`src/rtl/pc_sequencer.sv`:
```
// rtl/pc_sequencer.sv - fetch PC sequencer with incrementer, redirects and one-instruction delay slot
module pc_sequencer #(
   parameter logic [31:0] RESET_VECTOR = 32'hBFC0_0000,
   parameter logic [31:0] EXC_VECTOR   = 32'hBFC0_0380
) (
   input  logic        Clock,
   input  logic        nReset,
   input  logic        Stall,
   input  logic        FetchReady,
   input  logic        BranchTaken,
   input  logic [31:0] BranchTarget,
   input  logic        Jump,
   input  logic [31:0] JumpTarget,
   input  logic        Exception,
   input  logic        ExcReturn,
   input  logic [31:0] EPC,
   output logic [31:0] PC,
   output logic [31:0] PCPlus4,
   output logic        FetchValid,
   output logic        DelaySlot,
   output logic        AddrError,
   output logic        Overflow
);

   typedef enum logic [1:0] {
      ST_BOOT  = 2'd0,
      ST_RUN   = 2'd1,
      ST_DELAY = 2'd2
   } state_t;

   state_t      state_q, state_d;
   logic [31:0] pc_q, pc_d;
   logic [31:0] target_q, target_d;
   logic        fetch_valid_q, fetch_valid_d;
   logic        delay_slot_q, delay_slot_d;
   logic        addr_error_q, addr_error_d;
   logic        overflow_q, overflow_d;

   logic [31:0] pc_plus4;
   logic        pc_wraps;
   logic        adv;
   logic        redirect_req;
   logic [31:0] redirect_tgt;

   // Incrementer wraps naturally at 32 bits; the wrap case is flagged separately.
   assign pc_plus4     = pc_q + 32'd4;
   assign pc_wraps     = (pc_q == 32'hFFFF_FFFC);
   assign adv          = fetch_valid_q & FetchReady & ~Stall;
   assign redirect_req = BranchTaken | Jump;
   // Branch wins over jump when both resolve in the same cycle.
   assign redirect_tgt = BranchTaken ? BranchTarget : JumpTarget;

   assign PC         = pc_q;
   assign PCPlus4    = pc_plus4;
   assign FetchValid = fetch_valid_q;
   assign DelaySlot  = delay_slot_q;
   assign AddrError  = addr_error_q;
   assign Overflow   = overflow_q;

   // Next-state and next-PC selection: exception, exception return, then delay-slot sequencing.
   always_comb begin
      state_d      = state_q;
      pc_d         = pc_q;
      target_d     = target_q;
      addr_error_d = 1'b0;
      overflow_d   = 1'b0;

      if (Exception) begin
         pc_d     = EXC_VECTOR;
         state_d  = ST_RUN;
         target_d = 32'd0;
      end else if (ExcReturn) begin
         // A misaligned return address is turned into an address-error trap.
         if (EPC[1:0] != 2'b00) begin
            pc_d         = EXC_VECTOR;
            addr_error_d = 1'b1;
         end else begin
            pc_d = EPC;
         end
         state_d  = ST_RUN;
         target_d = 32'd0;
      end else begin
         case (state_q)
            ST_BOOT: begin
               // One idle cycle after reset before the first fetch is offered.
               state_d = ST_RUN;
            end
            ST_RUN: begin
               if (adv) begin
                  if (redirect_req) begin
                     if (redirect_tgt[1:0] != 2'b00) begin
                        // Misaligned target: drop the redirect and trap instead of entering the slot.
                        pc_d         = EXC_VECTOR;
                        addr_error_d = 1'b1;
                        state_d      = ST_RUN;
                     end else begin
                        // Fetch the delay slot next, remember where to go after it.
                        target_d   = redirect_tgt;
                        pc_d       = pc_plus4;
                        overflow_d = pc_wraps;
                        state_d    = ST_DELAY;
                     end
                  end else begin
                     pc_d       = pc_plus4;
                     overflow_d = pc_wraps;
                  end
               end
            end
            ST_DELAY: begin
               // Redirects arriving while in the slot are ignored; no nested slots.
               if (adv) begin
                  pc_d    = target_q;
                  state_d = ST_RUN;
               end
            end
            default: begin
               state_d = ST_BOOT;
            end
         endcase
      end

      fetch_valid_d = (state_d != ST_BOOT);
      delay_slot_d  = (state_d == ST_DELAY);
   end

   // Sequencer state and registered outputs; async reset restores the boot vector.
   always_ff @(posedge Clock or negedge nReset) begin
      if (!nReset) begin
         state_q       <= ST_BOOT;
         pc_q          <= RESET_VECTOR;
         target_q      <= 32'd0;
         fetch_valid_q <= 1'b0;
         delay_slot_q  <= 1'b0;
         addr_error_q  <= 1'b0;
         overflow_q    <= 1'b0;
      end else begin
         state_q       <= state_d;
         pc_q          <= pc_d;
         target_q      <= target_d;
         fetch_valid_q <= fetch_valid_d;
         delay_slot_q  <= delay_slot_d;
         addr_error_q  <= addr_error_d;
         overflow_q    <= overflow_d;
      end
   end

endmodule

```
`config.mk`:
```
export PLATFORM = sky130hd
export DESIGN_NAME = pc_sequencer
export DESIGN_NICKNAME = d
export VERILOG_FILES = /design/src/rtl/pc_sequencer.sv
export SDC_FILE = /design/constraint.sdc
export NUM_CORES = 1
export LEC_CHECK = 0
export BUFFER_PORTS_ARGS = -buffer_cell sky130_fd_sc_hd__buf_2
export CORE_MARGIN = 5
export CORE_UTILIZATION = 33
export DETAILED_ROUTE_END_ITERATION = 8
export PLACE_DENSITY = 0.64
export SLEW_MARGIN = 20
export SYNTH_ARGS = -nofsm -noshare
export SYNTH_HDL_FRONTEND = slang
export SYNTH_SLANG_ARGS = --single-unit
```
`constraint.sdc`:
```
create_clock -name Clock -period 2.6 [get_ports Clock]
set_input_delay 0.65 -clock Clock [delete_from_list [all_inputs] [get_ports Clock]]
set_output_delay 0.65 -clock Clock [all_outputs]
set_load 0.1 [all_outputs]
```
==> metrics.cfg, run 1 <==
[status]
status = finished with violations
violations = negative setup slack

[synthesis]
ys.warnings.count = 0
yosysUniqueCellTypes = 68
seq_area_frac_synth_pct = 38.47
ys_async_sr_fraction_pct = 100.0
syn_nets = 605
ys_ff_latch = 70
synthFlopType = dfrtp_1
synth.avg_cell_area_sq_um = 9.240
synth_edf_count = 0
syn_inst = 496
netlist_area_sq_mm = 0.004583

[critical_path]
cp.arrival_ns = 2.37
required_ns = 1.95
ff2ff_setup_slack_ns = 0.29
reg2regPathDepth = 11
critPathMaxStageDelay_ns = 0.62
crit_type = reg -> out
cp-start-kind = register
crit_family = simple AND/OR/NAND/NOR gates
path_cells = nand4_1, or4_4, nor4_4, xor2_4, buf_12
r2r_start = PC[2]$_DFFE_PN0P_
crit_path_end_kind = output pin
crit_buf_inv = 1
reg2reg_to = PC[20]$_DFFE_PN0P_
slowest_stage = dfstp_4
crit_fanout = 5

[global_routing]
grt_pass1_wl_microns = 28220
grt_max_degree = 71
grtUsageTotal_pct = 22.07
antenna_found_initial = 0
gr-total-overflow = 0
grt_pass1_vias = 5094

[detailed_routing]
vias_per_cell = 5.527
routedWlPerCell_microns = 20.13
drc = 0
via_count = 5035
finalWirelength_microns = 18340
drt_iter0_drc = 324
postRouteAntennaNets = 0
dr.pass1.iters = 5

[placed_design]
routabilityCongestion = 0.9214
pre_cts_ws_ns = -0.08502
dp_hpwl_microns = 13780
dpl_cell_area_sq_mm = 0.006977
portBuffers = 171
placed_cells = 874

[clock_tree]
cts_tree = yes
hold_buffers = 0
clk_pin_slew_ns = 0.06
cts_buffers = 9
clock_sinks = 70
cts_buffer_depth = 2
clock_latency_ns = 0.33
h-tree-depth = 3
cts_root_buf = clkbuf_16

[cells_and_area]
final_cell_mix = 145 x buf_2, 69 x buf_4, 65 x nor2_1
final-instance-count-excl-fill = 911
finish.instance_area_sq_mm = 0.007730
diodes = 0
layout.nets = 835
layout_commonest_cell = buf_2
layout-drive-gt1-share_pct = 51.30
synthToLayoutAreaGrowth_pct = 68.66

[floorplan]
core_sq_mm = 0.01377
die_w_microns = 127.9
die_h_microns = 127.9
row_count = 43
die_area_sq_mm = 0.01635
initial_utilization_pct = 33.28
ioPinCount = 172

[sta]
finalMaxSlewViolations = 0
whs_ns = 0.3488
finalCriticalPeriod_ns = 3.023
tightest_slew_ns = 0.7244
finalSetupViolCount = 16
rsz0062_at_grt = true
max_freq_mhz = 330.8
setup_ws_ns = -0.4227
period_share_pct = 116.3
finalHoldViolations = 0
finalClockSkew_ns = 0.007433
max-slew-margin-rel_pct = 51.53

[job]
cap_violations = 0

[power_and_ir_drop]
cellLeakagePower_nw = 3.436
p_per_area_mw_per_mm2 = 417.2
peakVddDrop_v = 0.0002808

[hold_path]
hold_class = in -> async

synthesized netlist by cell type, drive strengths merged (10+ instances only):
library cell,n,area share [%]
nand3,20,2.2
mux2i,32,7.0
nor3,11,1.3
nor2,72,5.9
a22o,10,1.9
a211oi,32,5.2
nand2,21,1.7
a21oi,10,1.1
dfrtp,61,33
o21ai,19,2.1
buf,12,1.4
xnor2,18,3.4
clkbuf,26,2.1
nand4,10,2.0
cells by family after synthesis:
kind of cell	count (synthesis)	share of synthesized area [%]
simple gates	174	19.96
mux	34	7.480
fa+ha+maj	5	1.365
xor+xnor	27	5.324
buf+inv	47	4.313
compound gates	139	23.10
flops	70	38.47
report_power, final:
part	switching (mW)	leakage (nW)	internal, mW
Sequential	0.0226	0.884	1.12
Clock	0.497	0.151	0.800
Combinational	0.518	2.40	0.267
Total	1.04	3.44	2.19
per-stage QoR:
step	util (%)	setup TNS [ns]	power, mW
after detailed placement	50.65	-0.2439	1.921
after global routing	56.12	-5.456	3.335
after CTS	55.08	-3.216	3.220
final	56.12	-4.094	3.225
after global placement	50.65	-0.1719	1.912
after floorplan	-	-7.618	1.626
sequential cells by signal, summed over array words and instances, names as in the netlist:
register and count:
target_q 32, DelaySlot 1, Overflow 1, state_q 2, PC 32, FetchValid 1
AddrError 1
worst reg2reg max path, stage by stage (launching register included):
cell and delay [ns]:
dfrtp_4 0.44, buf_6 0.11, ha_4 0.12, nand4_1 0.11
buf_6 0.16, nor4_4 0.18, buf_4 0.21, buf_6 0.11
nand2_4 0.06, buf_4 0.14, or3_1 0.33, a311oi_1 0.26
per-layer routing:
layer / GRT usage, % / wire length, microns / vias up
met2: 35.27 / 8786 / 216
met1: 30.48 / 7822 / 2456
met4: 6.117 / 390 / 0
li1: - / - / 2332
met5: 0 / 0 / -
met3: 4.458 / 1337 / 31
layout make-up:
class | instances | area, sq um
Multi-Input combinational cell | 379 | 3348
Fill cell | 1224 | 6043
Clock inverter | 5 | 56.30
Sequential cell | 70 | 1848
Clock buffer | 11 | 254.0
Inverter | 9 | 33.78
Tap cell | 180 | 225.2
Timing Repair Buffer | 257 | 1964
what timing repair did:
| action | in CTS | in global routing |
|---|---|---|
| gates resized for setup | 35 | 26 |
| pin swaps | 25 | 18 |
| setup endpoints to repair | 21 | 27 |
| setup buffers | 26 | 7 |
| cloned | 0 | 0 |
worst max path at each step:
stage,startpoint,cells past startpoint,to,slack [ns]
after floorplan,PC[22]$_DFFE_PN1P_,5,PCPlus4[25],-0.64
after global placement,PC[22]$_DFFE_PN1P_,5,PCPlus4[29],-0.06
after detailed placement,PC[22]$_DFFE_PN1P_,5,PCPlus4[31],-0.09
after CTS,PC[22]$_DFFE_PN1P_,5,PCPlus4[31],-0.42
after global routing,PC[22]$_DFFE_PN1P_,5,PCPlus4[29],-0.49
final,PC[22]$_DFFE_PN1P_,5,PCPlus4[31],-0.42
Note: power is estimated with default switching activity, not from simulation.
==> run 2, diff against run 1 <==
CORE_UTILIZATION = 50   (was 33)
PLACE_DENSITY = 0.88   (was 0.64)
SKIP_CTS_REPAIR_TIMING = 1   (was default)
==> run 2 against run 1 <==
The flow still finishes with violations (negative setup slack). Maximum frequency fell by 2.0%. Highest routed layer unchanged. Clock-buffer cell count unchanged. Via count grew 7.2%. Die area down 32%.
==> metrics.cfg, run 2 (synthesis gave the netlist of run 1 again) <==
[status]
status = finished with violations
violations = negative setup slack

[detailed_routing]
drc = 0  ; unchanged
vias_per_cell = 6.439  ; +17%
postRouteAntennaNets = 0  ; unchanged
via_count = 5396  ; +7.2%
drt_iter0_drc = 671  ; +110%
routedWlPerCell_microns = 22.26  ; +11%
dr.pass1.iters = 5  ; unchanged
finalWirelength_microns = 18660  ; +1.8%

[clock_tree]
cts_buffers = 9  ; unchanged
clock_sinks = 70  ; unchanged
clk_pin_slew_ns = 0.09  ; +0.03 ns
clock_latency_ns = 0.36  ; +0.03 ns
h-tree-depth = 3  ; unchanged
cts_root_buf = clkbuf_8
cts_buffer_depth = 2  ; unchanged
cts_tree = yes

[floorplan]
die_h_microns = 105.7  ; -17%
core_sq_mm = 0.009109  ; -34%
ioPinCount = 172  ; unchanged
row_count = 35  ; -19%
die_area_sq_mm = 0.01118  ; -32%
initial_utilization_pct = 50.32  ; +17 points
die_w_microns = 105.7  ; -17%

[sta]
setup_ws_ns = -0.4833  ; -0.06065 ns
finalMaxSlewViolations = 0  ; unchanged
finalCriticalPeriod_ns = 3.083  ; +0.06065 ns
rsz0062_at_grt = true
setup_tns_ns = -4.650  ; -0.5566 ns
finalSetupViolCount = 19  ; +3
max_freq_mhz = 324.3  ; -2.0%
period_share_pct = 118.6  ; +2.3 points
finalClockSkew_ns = 0.02158  ; +0.01415 ns
finalHoldViolations = 0  ; unchanged
max-slew-margin-rel_pct = 24.82  ; -27 points
tightest_slew_ns = 1.123  ; +0.3984 ns

[critical_path]
reg2regPathDepth = 8  ; -3
crit_path_end_kind = output pin
critPathMaxStageDelay_ns = 0.62  ; about the same
crit_family = simple AND/OR/NAND/NOR gates
crit_buf_inv = 1  ; unchanged
cp-start-kind = register
required_ns = 1.95  ; about the same
crit_type = reg -> out
slowest_stage = dfstp_4
cp.arrival_ns = 2.43  ; +0.06 ns
path_depth = 5  ; unchanged
path_cells = nand4_1, or4_4, nor4_4, xor2_4, buf_12
crit_fanout = 5  ; unchanged

[power_and_ir_drop]
seq_power_share_pct = 40.0  ; +4.6 points
cellLeakagePower_nw = 3.379  ; -1.7%
power_frac_comb_pct = 27.2  ; +2.8 points
total_power_mw = 2.857  ; -11%
p_per_area_mw_per_mm2 = 384.7  ; -7.8%
p_int_mw = 1.847  ; -16%
peakVddDrop_v = 0.0002348  ; -16%
power_frac_clock_pct = 32.8  ; -7.4 points
p_sw_share_pct = 35.37  ; +3.2 points
p_switching_mw = 1.011  ; -2.6%

[placed_design]
routabilityCongestion = 0.9658  ; +4.8%
dp_hpwl_microns = 13860  ; +0.56%
dpl_cell_area_sq_mm = 0.006843  ; -1.9%
portBuffers = 171  ; unchanged

[cells_and_area]
layout-drive-gt1-share_pct = 50.48  ; -0.82 points
layout_commonest_cell = buf_2
synthToLayoutAreaGrowth_pct = 62.05
finish.instance_area_sq_mm = 0.007427  ; -3.9%
final_cell_mix = 146 x buf_2, 72 x buf_4, 68 x nor2_1
diodes = 0  ; unchanged
layout.nets = 831  ; -0.48%

[global_routing]
grt_max_degree = 41  ; -42%
antenna_found_initial = 0  ; unchanged
gr-total-overflow = 0  ; unchanged
grt_pass1_wl_microns = 27430  ; -2.8%
grt_pass1_vias = 5309  ; +4.2%
grtUsageTotal_pct = 31.15  ; +9.1 points

[hold_path]
hold_class = in -> async

[job]
cap_violations = 0  ; unchanged

run 2: power by group through the flow:
stage	clock network, mW	logic, mW	registers [mW]
2_1_floorplan	0	0.343	1.28
3_3_place_gp	0	0.725	1.16
3_5_place_dp	0	0.745	1.16
4_1_cts	0.922	0.747	1.14
5_1_grt	0.983	0.811	1.15
6_report	0.936	0.778	1.14
run 2: cell type report:
type                            count  area, sq um
Clock buffer                       11        141.4
Timing Repair Buffer              253         1879
Clock inverter                      5        58.81
Fill cell                         538         1682
Inverter                            9        33.78
Tap cell                          111        138.9
Multi-Input combinational cell    379         3327
Sequential cell                    70         1848
run 2: final timing paths:
check | from | endpoint | slack [ns]
max | PC[22]$_DFFE_PN1P_ | PCPlus4[29] | -0.48
min | nReset | target_q[3]$_DFFE_PN0P_ | 0.30
max reg2reg | state_q[1]$_DFF_PN0_ | PC[4]$_DFFE_PN0P_ | 0.26
min reg2reg | target_q[0]$_DFFE_PN0P_ | PC[0]$_DFFE_PN0P_ | 0.55
max in group asynchronous | nReset | PC[28]$_DFFE_PN1P_ | 1.49
min in group Clock | EPC[5] | PC[5]$_DFFE_PN0P_ | 0.52
run 2: metal layers:
metal	track usage [%]	share of wire [%]	vias up
met2	50.32	48	404
met1	38.98	36	2570
li1	-	-	2329
met4	14.25	5.0	0
met3	8.328	11	93
met5	0	0	-
run 2: per-stage QoR:
stage                     utilization [%]  std cells  hold WS (ns)  setup WS, ns
final                               81.54        838        0.2979       -0.4833
after global routing                81.54        838        0.3433       -0.5331
after CTS                           77.32        818        0.3004       -0.4885
after detailed placement            75.12        802        0.5282       -0.1006
after global placement              75.12        802        0.5197      -0.03614
after floorplan                         -        496        0.3544       -0.6449
==> run 3, diff against run 2 <==
CTS_CLUSTER_DIAMETER = 50   (was default)
REMOVE_ABC_BUFFERS = 1   (was default)
==> run 3 against run 2 <==
The flow still finishes with violations (negative setup slack). Clock power grew 19%. Maximum frequency grew 4.6%. Worst hold slack gained 0.0018 ns. Routed wire length shrank 6.1%. Clock skew shrank 0.0065 ns. Critical path type unchanged. Largest cell class unchanged.
==> metrics.cfg, run 3 (synthesis gave the netlist of run 1 again) <==
[sta]
max-slew-margin-rel_pct = 55.39  ; +31 points
tightest_slew_ns = 0.6667  ; -0.4561 ns
max_freq_mhz = 339.2  ; +4.6%
finalCriticalPeriod_ns = 2.948  ; -0.1356 ns
finalSetupViolCount = 17  ; -2
finalClockSkew_ns = 0.01513  ; -0.006454 ns
rsz0062_at_grt = true
period_share_pct = 113.4  ; -5.2 points
setup_ws_ns = -0.3477  ; +0.1356 ns
finalHoldViolations = 0  ; unchanged
finalMaxSlewViolations = 0  ; unchanged

[power_and_ir_drop]
p_sw_share_pct = 32.34  ; -3.0 points
p_int_mw = 2.032  ; +10%
peakVddDrop_v = 0.0002660  ; +13%
p_per_area_mw_per_mm2 = 433.2  ; +13%
p_switching_mw = 0.9710  ; -3.9%
power_frac_comb_pct = 25.2  ; -2.0 points
cellLeakagePower_nw = 3.268  ; -3.3%
total_power_mw = 3.003  ; +5.1%
power_frac_clock_pct = 37.1  ; +4.3 points
seq_power_share_pct = 37.7  ; -2.3 points

[global_routing]
grt_max_degree = 71  ; +73%
antenna_found_initial = 0  ; unchanged
gr-total-overflow = 0  ; unchanged
grtUsageTotal_pct = 30.05  ; -1.1 points
grt_pass1_wl_microns = 26470  ; -3.5%
grt_pass1_vias = 5085  ; -4.2%
use_met3_pct = 5.940  ; -2.4 points
top_usage_layer = met2
grtUsageMet1_pct = 37.66  ; -1.3 points
use_met2_pct = 50.36  ; about the same

[status]
status = finished with violations
violations = negative setup slack

[cells_and_area]
synthToLayoutAreaGrowth_pct = 51.24
layout.nets = 832  ; +0.12%
layout_commonest_cell = buf_2
seqCellArea_sq_mm = 0.001763  ; -4.6%
final-instance-count-excl-fill = 839  ; +0.12%
fill_cells = 658  ; +22%
layout-drive-gt1-share_pct = 44.78  ; -5.7 points
finish.utilization_pct = 76.10  ; -5.4 points
diodes = 0  ; unchanged
finish.instance_area_sq_mm = 0.006932  ; -6.7%
multi_input_area_sq_mm = 0.002879  ; -13%
final_cell_mix = 146 x buf_2, 76 x buf_4, 70 x nor2_1

[detailed_routing]
routedWlPerCell_microns = 20.87  ; -6.2%
finalWirelength_microns = 17510  ; -6.1%
via_count = 5149  ; -4.6%
postRouteAntennaNets = 0  ; unchanged
drc = 0  ; unchanged
dr.pass1.iters = 5  ; unchanged
vias_per_cell = 6.137  ; -4.7%
drt_iter0_drc = 288  ; -57%

[critical_path]
slowest_stage = or4_4
required_ns = 1.95  ; about the same
crit_path_end_kind = output pin
cp-start-kind = register
cp.arrival_ns = 2.30  ; -0.13 ns
path_cells = nand4_1, or4_4, or2_1, xnor2_2, buf_12
critPathMaxStageDelay_ns = 0.61  ; about the same
crit_type = reg -> out
crit_fanout = 5  ; unchanged

[floorplan]
row_count = 35  ; unchanged
core_sq_mm = 0.009109  ; unchanged
die_w_microns = 105.7  ; unchanged
ioPinCount = 172  ; unchanged
die_area_sq_mm = 0.01118  ; unchanged
die_h_microns = 105.7  ; unchanged
initial_utilization_pct = 50.32  ; unchanged

[clock_tree]
clock_sinks = 70  ; unchanged
cts_buffer_depth = 2  ; unchanged
cts_root_buf = clkbuf_8
cts_tree = yes
clock_latency_ns = 0.36  ; about the same
cts_buffers = 9  ; unchanged
h-tree-depth = 3  ; unchanged
clk_pin_slew_ns = 0.08  ; about the same

[placed_design]
placed_cells = 811  ; +1.1%
dp_hpwl_microns = 13000  ; -6.2%
portBuffers = 171  ; unchanged
dpl_cell_area_sq_mm = 0.006301  ; -7.9%
routabilityCongestion = 0.9507  ; -1.6%

[job]
cap_violations = 0  ; unchanged

[hold_path]
hold_class = in -> async

## run 3: changes by cell type in the layout (fill, tap and decap cells not counted), moves of 6 or more
cell     delta
dfrtp_1    +20
xnor2_4    -15
xor2_4      -6
xnor2_1     +9
dfstp_2     +6
dfrtp_4    -15
xnor2_2     +6
dfstp_4     -6
## run 3: path summary, 6_finish.rpt
kind	slack, ns	from	to	depth (start not counted)
min	0.30	nReset	target_q[8]$_DFFE_PN0P_	2
max	-0.35	PC[22]$_DFFE_PN1P_	PCPlus4[25]	5
min in group Clock	0.52	EPC[6]	PC[6]$_DFFE_PN0P_	3
max reg2reg	0.23	state_q[0]$_DFF_PN0_	PC[9]$_DFFE_PN0P_	8
min reg2reg	0.55	target_q[0]$_DFFE_PN0P_	target_q[0]$_DFFE_PN0P_	1
max in group asynchronous	1.92	nReset	PC[22]$_DFFE_PN1P_	2
## run 3: through the flow
step / worst slack, ns / TNS, ns / hold WS, ns
after CTS: -0.5014 / -4.832 / 0.3284
after global routing: -0.4427 / -4.781 / 0.3330
after global placement: -0.08205 / -0.1408 / 0.5200
final: -0.3477 / -3.069 / 0.2997
after detailed placement: -0.1039 / -0.1662 / 0.5171
after floorplan: -1.821 / -75.16 / 0.3544
## run 3: power by group through the flow
stage	clock network (mW)	logic (mW)	registers, mW
after floorplan	0	0.293	1.27
after global placement	0	0.713	1.15
after detailed placement	0	0.727	1.15
after CTS	1.11	0.730	1.13
after global routing	1.17	0.796	1.13
final	1.11	0.756	1.13
## run 3: worst max-delay path: cells and delay by family (launching register included)
family | cells | cell delay, ns
and+or+nand+nor | 3 | 1.02
xor gates and xnor gates | 1 | 0.20
buffers and inverters | 1 | 0.20
DFF | 1 | 0.54
## run 3: layer usage
layer | vias up | share of wire [%]
met3 | 53 | 8.6
met1 | 2476 | 39
met4 | 0 | 3.5
met5 | - | 0
li1 | 2321 | -
met2 | 299 | 49
## run 3: final cells by class
cell class	count	share of cell area, %
multi-input cells	379	41.53
repair buffers	254	26.97
flip-flops and latches	70	25.43
clock buffers	11	2.040
well taps	111	2.004
clock inverters	5	1.534
inverters	9	0.4874
